### config.mk
export PLATFORM = sky130hd
export DESIGN_NAME = mem_port_arbiter
export DESIGN_NICKNAME = d
export VERILOG_FILES = /design/src/rtl/mem_port_arbiter.sv
export SDC_FILE = /design/constraint.sdc
export NUM_CORES = 1
export LEC_CHECK = 0
export BUFFER_PORTS_ARGS = -buffer_cell sky130_fd_sc_hd__buf_4
export CELL_PAD_IN_SITES_DETAIL_PLACEMENT = 0
export CELL_PAD_IN_SITES_GLOBAL_PLACEMENT = 2
export CORE_AREA = 2 2 148 150
export DETAILED_ROUTE_END_ITERATION = 8
export DIE_AREA = 0 0 150 152
export MAX_ROUTING_LAYER = met4
export PLACE_DENSITY = 0.73
export REMOVE_ABC_BUFFERS = 1
export SYNTH_ARGS = -nofsm -noshare
export SYNTH_HDL_FRONTEND = slang
export SYNTH_SLANG_ARGS = --single-unit
### constraint.sdc
create_clock -name clk_i -period 1.47 [get_ports clk_i]
set_input_delay 0.0735 -clock clk_i [delete_from_list [all_inputs] [get_ports clk_i]]
set_output_delay 0.0735 -clock clk_i [all_outputs]
set_load 0.02 [all_outputs]
### src/rtl/mem_port_arbiter.sv
// rtl/mem_port_arbiter.sv - round-robin arbiter sharing one memory port between fetch (0) and data (1)
// All outputs are registered; the FSM is IDLE -> BUSY -> RESP -> IDLE with an abort timeout in BUSY.
module mem_port_arbiter #(
    parameter int ADDR_W  = 32,
    parameter int DATA_W  = 32,
    parameter int TIMEOUT = 15,
    parameter int CNT_W   = 4
) (
    input  logic              clk_i,
    input  logic              rst_i,
    input  logic              req0_i,
    input  logic              we0_i,
    input  logic [ADDR_W-1:0] addr0_i,
    input  logic [DATA_W-1:0] wdata0_i,
    input  logic              req1_i,
    input  logic              we1_i,
    input  logic [ADDR_W-1:0] addr1_i,
    input  logic [DATA_W-1:0] wdata1_i,
    output logic              done0_o,
    output logic              done1_o,
    output logic              err0_o,
    output logic              err1_o,
    output logic [DATA_W-1:0] rdata_o,
    output logic              sel_o,
    output logic              busy_o,
    output logic              mem_req_o,
    output logic              mem_we_o,
    output logic [ADDR_W-1:0] mem_addr_o,
    output logic [DATA_W-1:0] mem_wdata_o,
    input  logic              mem_ack_i,
    input  logic [DATA_W-1:0] mem_rdata_i
);

    typedef enum logic [1:0] {
        ST_IDLE = 2'd0,
        ST_BUSY = 2'd1,
        ST_RESP = 2'd2
    } state_t;

    localparam logic [CNT_W-1:0] CNT_LAST = CNT_W'(TIMEOUT - 1);
    localparam logic [CNT_W-1:0] CNT_MAX  = {CNT_W{1'b1}};

    state_t            state_q, state_d;
    logic [CNT_W-1:0]  cnt_q, cnt_d;
    logic              last_q, last_d;
    logic              sel_q, sel_d;
    logic              busy_q, busy_d;
    logic              done0_q, done0_d;
    logic              done1_q, done1_d;
    logic              err0_q, err0_d;
    logic              err1_q, err1_d;
    logic [DATA_W-1:0] rdata_q, rdata_d;
    logic              mem_req_q, mem_req_d;
    logic              mem_we_q, mem_we_d;
    logic [ADDR_W-1:0] mem_addr_q, mem_addr_d;
    logic [DATA_W-1:0] mem_wdata_q, mem_wdata_d;

    logic any_req;
    logic grant_port;
    logic ack_hit;
    logic timeout_hit;

    // On a tie the port that did not win last time goes first.
    always_comb begin
        any_req     = req0_i | req1_i;
        grant_port  = (req0_i & req1_i) ? ~last_q : req1_i;
        ack_hit     = (state_q == ST_BUSY) & mem_ack_i;
        timeout_hit = (state_q == ST_BUSY) & ~mem_ack_i & (cnt_q == CNT_LAST);
    end

    always_ff @(posedge clk_i) begin
        if (rst_i) begin
            state_q     <= ST_IDLE;
            cnt_q       <= '0;
            last_q      <= 1'b1;
            sel_q       <= 1'b0;
            busy_q      <= 1'b0;
            done0_q     <= 1'b0;
            done1_q     <= 1'b0;
            err0_q      <= 1'b0;
            err1_q      <= 1'b0;
            rdata_q     <= '0;
            mem_req_q   <= 1'b0;
            mem_we_q    <= 1'b0;
            mem_addr_q  <= '0;
            mem_wdata_q <= '0;
        end else begin
            state_q     <= state_d;
            cnt_q       <= cnt_d;
            last_q      <= last_d;
            sel_q       <= sel_d;
            busy_q      <= busy_d;
            done0_q     <= done0_d;
            done1_q     <= done1_d;
            err0_q      <= err0_d;
            err1_q      <= err1_d;
            rdata_q     <= rdata_d;
            mem_req_q   <= mem_req_d;
            mem_we_q    <= mem_we_d;
            mem_addr_q  <= mem_addr_d;
            mem_wdata_q <= mem_wdata_d;
        end
    end

    always_comb begin
        state_d = state_q;
        case (state_q)
            ST_IDLE: if (any_req) state_d = ST_BUSY;
            ST_BUSY: if (ack_hit || timeout_hit) state_d = ST_RESP;
            ST_RESP: state_d = ST_IDLE;
            default: state_d = ST_IDLE;
        endcase
    end

    always_comb begin
        cnt_d       = cnt_q;
        last_d      = last_q;
        sel_d       = sel_q;
        busy_d      = (state_d != ST_IDLE);
        done0_d     = 1'b0;
        done1_d     = 1'b0;
        err0_d      = 1'b0;
        err1_d      = 1'b0;
        rdata_d     = rdata_q;
        mem_req_d   = mem_req_q;
        mem_we_d    = mem_we_q;
        mem_addr_d  = mem_addr_q;
        mem_wdata_d = mem_wdata_q;
        case (state_q)
            ST_IDLE: begin
                if (any_req) begin
                    last_d      = grant_port;
                    sel_d       = grant_port;
                    cnt_d       = '0;
                    mem_req_d   = 1'b1;
                    mem_we_d    = grant_port ? we1_i : we0_i;
                    mem_addr_d  = grant_port ? addr1_i : addr0_i;
                    mem_wdata_d = grant_port ? wdata1_i : wdata0_i;
                end
            end
            ST_BUSY: begin
                if (ack_hit) begin
                    rdata_d   = mem_rdata_i;
                    mem_req_d = 1'b0;
                    done0_d   = ~sel_q;
                    done1_d   = sel_q;
                end else if (timeout_hit) begin
                    rdata_d   = '0;
                    mem_req_d = 1'b0;
                    err0_d    = ~sel_q;
                    err1_d    = sel_q;
                end else if (cnt_q != CNT_MAX) begin
                    cnt_d = cnt_q + 1'b1;
                end
            end
            default: ;
        endcase
    end

    assign done0_o     = done0_q;
    assign done1_o     = done1_q;
    assign err0_o      = err0_q;
    assign err1_o      = err1_q;
    assign rdata_o     = rdata_q;
    assign sel_o       = sel_q;
    assign busy_o      = busy_q;
    assign mem_req_o   = mem_req_q;
    assign mem_we_o    = mem_we_q;
    assign mem_addr_o  = mem_addr_q;
    assign mem_wdata_o = mem_wdata_q;

endmodule

==> flow_summary.toml, run 1 <==
[outcome]
status = "finished clean"

[flow_run]
max_cap_viols = 0

[synthesis]
syn_area_sq_um = 4780
synth_cell_types = 39
post_synth_mux_area_share_pct = 13.6
synth_seq_cells = 111
synth_top_area_cell = "sky130_fd_sc_hd__dfxtp_1"
synth-adder-area-share_pct = 0.523
synth_xor_xnor_area_share_pct = 0
dominant_combinational_cell_family_by_area_after_synthesis = "compound AO/OA/AOI/OAI gates"
mean_instance_size_in_the_synthesized_netlist_sq_um = 11.2
postSynthCellCount = 426
yosys_most_used_dff = "sky130_fd_sc_hd__dfxtp_1"
synth_most_common_cell = "sky130_fd_sc_hd__dfxtp_1"
post-synth-top-area-fraction_pct = 46.5
async_flop_share_pct = 0
seq_area_frac_synth_pct = 46.5
synth_simple_gate_area_share_pct = 8.76
synth_area_in_compound_gates_pct = 24.9
synth_top_cells_by_count = "111 x sky130_fd_sc_hd__dfxtp_1, 67 x sky130_fd_sc_hd__nor2_1, 65 x sky130_fd_sc_hd__mux2i_1, 60 x sky130_fd_sc_hd__a211oi_2, 32 x sky130_fd_sc_hd__a22o_1"
synth-warning-count = 0
post_synth_edffs = 0
synthTopCellsByArea = "sky130_fd_sc_hd__dfxtp_1 46%, sky130_fd_sc_hd__a211oi_2 16%, sky130_fd_sc_hd__mux2i_1 14%"

[critical_path]
critPathKind = "reg -> reg"
critPathArrivalTime_ns = 1.75
critPathMostFrequentCell = "sky130_fd_sc_hd__nor2_4"
critical-path-top-delay-family = "compound AO/OA/AOI/OAI gates"
path_cells = "inv_2 > ha_4 > a31oi_4 > nor2_4 > nor2_4 > clkbuf_16 > a22o_1"
critical_path_peak_fanout = 16
path_buf_inv = 2
rrSetupSlack_ns = 0.02
critPathMaxStageDelay_ns = 0.34
cp.required_ns = 1.77
crit_path_start_kind = "flop"
timing.critical_path.to_type = "flop"
cp_slowest_cell = "sky130_fd_sc_hd__dfxtp_2"

[final_layout]
post_layout_nonfiller_instances = 1021
final_net_count = 905
post_route_cells_drive_above_1_share_pct = 54.5
fin_util_pct = 37.5
final_area_sq_um = 8000
synthToLayoutAreaGrowth_pct = 67.2
antenna-diode-count = 0

[clock_network]
cts_tree = "done"
count_of_clock_tree_sinks = 111
clk_pin_slew_ns = 0.07
cts_max_level = 3
numCtsBuffers = 9
clk_path_buf_depth = 2
clock-root-buffer = "sky130_fd_sc_hd__clkbuf_16"
worst_skew_pair.late_latency_ns = 0.35

[placement]
post_dp_cell_area_sq_um = 7200
portBuffers = 270
gp_congestion = 0.799
detailedPlacementHpwl_microns = 11100
placed_cells = 965

[global_routing]
first_global_vias = 4501
gr-total-overflow = 0
grt_util_all_layers_pct = 13.0
largest_net_degree_at_the_start_of_global_routing = 67
grt_antenna_before_repair = 0
global_route_wire_length_before_repair_microns = 22900

[detailed_routing]
drt_drc_violations_left = 0
drt_pre_antenna_iters = 4
dr.first_iter.drc_count = 134
final_antenna_net_count = 0
routed-via-count = 4395
post_drt_wl_per_cell_microns = 14.7
routed_via_density = 4.30
postRouteWirelength_microns = 15000

[pwr]
static-leakage-power_nw = 3.52
cellPowerDensity_nw_per_um2 = 1030
power.ir.vdd_worst_mv = 0.534

[timing]
finalCriticalPeriod_ns = 1.45
layout_worst_path_cycle_share_pct = 98.8
timing.final.max_slew_violations = 0
count_of_final_setup_violators = 0
worst_tran_pin_value_ns = 0.373
max_clock_freq_mhz = 689
timing_hold_violations_final = 0
finalClockSkew_ns = 0.00871
setup_total_negative_slack_ns = 0
timing.max_slew.rel_slack_pct = 75.2
unrepaired_setup_endpoints_after_global_routing = "true"

[floorplanning]
die_area_sq_um = 22800
start_util_pct = 22.4
dieHeight_microns = 152
top_level_ports = 271
row_count = 54
die_w_microns = 150
floorplan.core_area_sq_um = 21400

[hold_path]
hold_path.class = "in -> reg"
through the flow:
step | power (mW) | hold slack [ns] | setup slack (ns)
floorplan | 4.63 | 0.138 | -2.58
global placement | 5.66 | 0.288 | -0.00690
detailed placement | 5.69 | 0.294 | -0.0605
CTS | 8.31 | 0.0647 | 0.0173
global route | 8.67 | 0.0853 | -0.0297
finish | 8.24 | 0.0756 | 0.0180
placed cells by master, fill, tap and decap left out, drive strengths merged, types with 2 or more instances in the layout:
master / n
mux2i: 65
nor2b: 2
inv: 4
clkbuf: 13
nand2: 2
nor2: 70
a211oi: 65
a21oi: 6
or2: 2
dfxtp: 111
ha: 2
nor3: 3
dlygate4sd3: 33
buf: 304
and2: 2
nand4: 2
a22o: 32
nor4: 3
nand2b: 2
a22oi: 2
o21ai: 4
cells by family after synthesis:
logic type      after synthesis
compound gates              115
flops                       111
simple gates                 92
mux                          65
buf+inv                      41
fa+ha+maj                     2
cell type report:
| cell class | count | area (sq um) |
|---|---|---|
| fill | 2094 | 13400 |
| tap | 280 | 350 |
| inverter | 2 | 7.51 |
| multi-input combinational | 274 | 2380 |
| clock inverter | 4 | 52.6 |
| clock buffer | 12 | 246 |
| sequential | 111 | 2230 |
| timing repair buffer | 338 | 2740 |
registers in the layout, summed over array words and instances (netlist names), 2 cells and up:
| name | flops |
|---|---|
| cnt_q | 4 |
| mem_addr_o | 32 |
| mem_wdata_o | 32 |
| rdata_o | 32 |
| state_q | 2 |
final timing paths:
path,cells after the start,start,to
worst max register to register,7,cnt_q[0],rdata_o[12]
worst min-delay path,3,req0_i,last_q
worst min register to register,1,rdata_o[20],rdata_o[20]
worst max-delay path,7,cnt_q[0],rdata_o[12]
worst min-delay path, stage by stage:
cell,delay [ns]
sky130_fd_sc_hd__buf_4,0.10
sky130_fd_sc_hd__and3_1,0.14
sky130_fd_sc_hd__o21bai_1,0.06
where the power goes:
| part | internal (mW) | switching (mW) |
|---|---|---|
| Sequential | 3.27 | 0.148 |
| Clock | 1.38 | 1.13 |
| Combinational | 1.16 | 1.15 |
| Total | 5.81 | 2.43 |
routing by layer:
layer	track usage [%]	up-vias	routed length (microns)	part of all wire, %
met2	22.0	170	7360	49
met4	4.85	0	275	1.8
met3	2.79	16	1090	7.2
met5	-	-	0	0
met1	14.8	2025	6290	42
li1	-	2184	-	-
repair_timing:
action | 4_1_cts | 5_1_grt
pin swaps | 1 | 6
cloned | 0 | 1
hold endpoints to repair | 33 | 0
setup buffers | 0 | 6
setup endpoints to repair | 34 | 58
resized for setup | 4 | 21
hold buffers | 33 | 0
Note: power is estimated with default switching activity, not from simulation.
==> run 2, diff against run 1 <==
--- a/config.mk
+++ b/config.mk
@@ -13,6 +13,7 @@
 export DIE_AREA = 0 0 150 152
 export MAX_ROUTING_LAYER = met4
 export PLACE_DENSITY = 0.73
+export RECOVER_POWER = 50
 export REMOVE_ABC_BUFFERS = 1
 export SYNTH_ARGS = -nofsm -noshare
 export SYNTH_HDL_FRONTEND = slang
==> run 2 against run 1 <==
  * Hold slack barely moved
  * Cell area fell by 4.4%
  * Critical path depth is the same
  * Count of clock-buffer cells in the layout did not move
  * Power decreased by 2.2%
  * Final cell count did not move
  * Routed wire length is 0.15% higher
  * Register-to-register slack about the same
  * Largest power group unchanged
  * Sequential cell count unchanged
  * Fmax is 0.65% higher
  * Core utilization decreased by 1.6 points
  * Sequential power about the same
==> flow_summary.toml, run 2 (synthesis gave the netlist of run 1 again) <==
[detailed_routing]
drt_drc_violations_left = 0
routed_via_density = 4.31
routed-via-count = 4405
final_antenna_net_count = 0
dr.first_iter.drc_count = 124
drt_pre_antenna_iters = 4
postRouteWirelength_microns = 15000
post_drt_wl_per_cell_microns = 14.7

[timing]
hold_slack_ns = 0.0755
timing_hold_violations_final = 0
finalClockSkew_ns = 0.00847
timing.max_slew.rel_slack_pct = 74.9
timing.final.max_slew_violations = 0
worst_tran_pin_value_ns = 0.376
layout_worst_path_cycle_share_pct = 98.1
finalCriticalPeriod_ns = 1.44
fin_ws_ns = 0.0273
count_of_final_setup_violators = 0
max_clock_freq_mhz = 693
unrepaired_setup_endpoints_after_global_routing = "true"

[clock_network]
clk_pin_slew_ns = 0.07
count_of_clock_tree_sinks = 111
numCtsBuffers = 9
clock-root-buffer = "sky130_fd_sc_hd__clkbuf_16"
cts_max_level = 3
clk_path_buf_depth = 2
worst_skew_pair.late_latency_ns = 0.35
cts_tree = "done"

[final_layout]
antenna-diode-count = 0
synthToLayoutAreaGrowth_pct = 59.9
final_net_count = 905
mostFrequentLayoutCell = "sky130_fd_sc_hd__buf_4"
mostFrequentLayoutCells = "203 x sky130_fd_sc_hd__buf_4, 106 x sky130_fd_sc_hd__dfxtp_1, 95 x sky130_fd_sc_hd__clkbuf_1, 66 x sky130_fd_sc_hd__nor2_1"
post_route_cells_drive_above_1_share_pct = 42.0
multi_input_comb_area_sq_um = 2380
sequential_cell_area_sq_um = 2230
num-fill-cells = 2188

[pwr]
overall_power_mw = 8.06
cellPowerDensity_nw_per_um2 = 1050
static-leakage-power_nw = 3.14
power.ir.vdd_worst_mv = 0.535

[floorplanning]
top_level_ports = 271
die_w_microns = 150
row_count = 54
dieHeight_microns = 152
die_area_sq_um = 22800
start_util_pct = 22.4
floorplan.core_area_sq_um = 21400

[flow_run]
max_cap_viols = 0

[global_routing]
gr-total-overflow = 0
first_global_vias = 4501
largest_net_degree_at_the_start_of_global_routing = 67
grt_util_all_layers_pct = 13.0
global_route_wire_length_before_repair_microns = 22900
grt_antenna_before_repair = 0

[critical_path]
critical_path_peak_fanout = 16
timing.critical_path.to_type = "flop"
crit_path_start_kind = "flop"
critPathKind = "reg -> reg"
critPathArrivalTime_ns = 1.75
cp.required_ns = 1.77

[hold_path]
hold_path.class = "in -> reg"

[placement]
dp_slack_ns = -0.0605
gp_congestion = 0.799
portBuffers = 270
detailedPlacementHpwl_microns = 11100

[outcome]
status = "finished clean"
==> run 2: cell count changes in the layout (fill, tap and decap cells not counted) <==
cell	change
sky130_fd_sc_hd__buf_4	-93
sky130_fd_sc_hd__clkbuf_1	+93
==> run 2: timing repair <==
item,4_1_cts,5_1_grt
hold buffers,33,0
hold endpoints to repair,33,0
cloned,0,1
gates resized for setup,4,21
buffers inserted,0,6
pin swaps,1,6
endpoints found under the setup margin,34,58
==> run 2: where the power goes <==
part / leakage [nW] / switching (mW) / internal, mW / total (mW)
combinational: 2.08 / 1.16 / 0.971 / 2.13
clock: 0.148 / 1.13 / 1.38 / 2.52
sequential: 0.918 / 0.142 / 3.27 / 3.42
total: 3.14 / 2.43 / 5.63 / 8.06
==> run 2: critical path, cell delays in order (launching register included) <==
cell and delay [ns]:
sky130_fd_sc_hd__dfxtp_2 0.34, sky130_fd_sc_hd__inv_2 0.05, sky130_fd_sc_hd__ha_4 0.16, sky130_fd_sc_hd__a31oi_4 0.23, sky130_fd_sc_hd__nor2_4 0.07, sky130_fd_sc_hd__nor2_4 0.18
sky130_fd_sc_hd__clkbuf_16 0.21, sky130_fd_sc_hd__a22o_1 0.14
==> run 2: metrics by stage <==
step                      setup TNS (ns)  area [sq um]  utilization (%)  std cells
after floorplan                  -184.86          4520                -        387
after global placement          -0.00690          7200             33.7        965
after detailed placement          -0.952          7200             33.7        965
after CTS                              0          7850             36.8       1014
after global routing              -0.299          7650             35.8       1021
final                                  0          7650             35.8       1021
==> run 2: layer usage <==
layer  share of wire (%)  up-vias  routed length (microns)  track usage [%]
li1                    -     2185                        -                -
met1                  42     2018                     6320             14.8
met2                  49      185                     7330             22.0
met3                 7.4       17                     1110             2.79
met4                 1.9        0                      280             4.85
met5                   0        -                        0                -
==> run 2: cell type report <==
| cell class | instances | share of cell area, % |
|---|---|---|
| flip-flops and latches | 111 | 29.1 |
| clock inverters | 4 | 0.687 |
| clock buffers | 12 | 3.22 |
| well taps | 280 | 4.58 |
| inverters | 2 | 0.0981 |
| multi-input cells | 274 | 31.1 |
| repair buffers | 338 | 31.2 |
==> run 2: path summary, 6_finish.rpt <==
check	depth (start not counted)	slack, ns	start	endpoint
max	7	0.03	cnt_q[0]	rdata_o[12]
min	3	0.08	req0_i	last_q
max reg2reg	7	0.03	cnt_q[0]	rdata_o[12]
min reg2reg	1	0.48	rdata_o[1]	rdata_o[1]
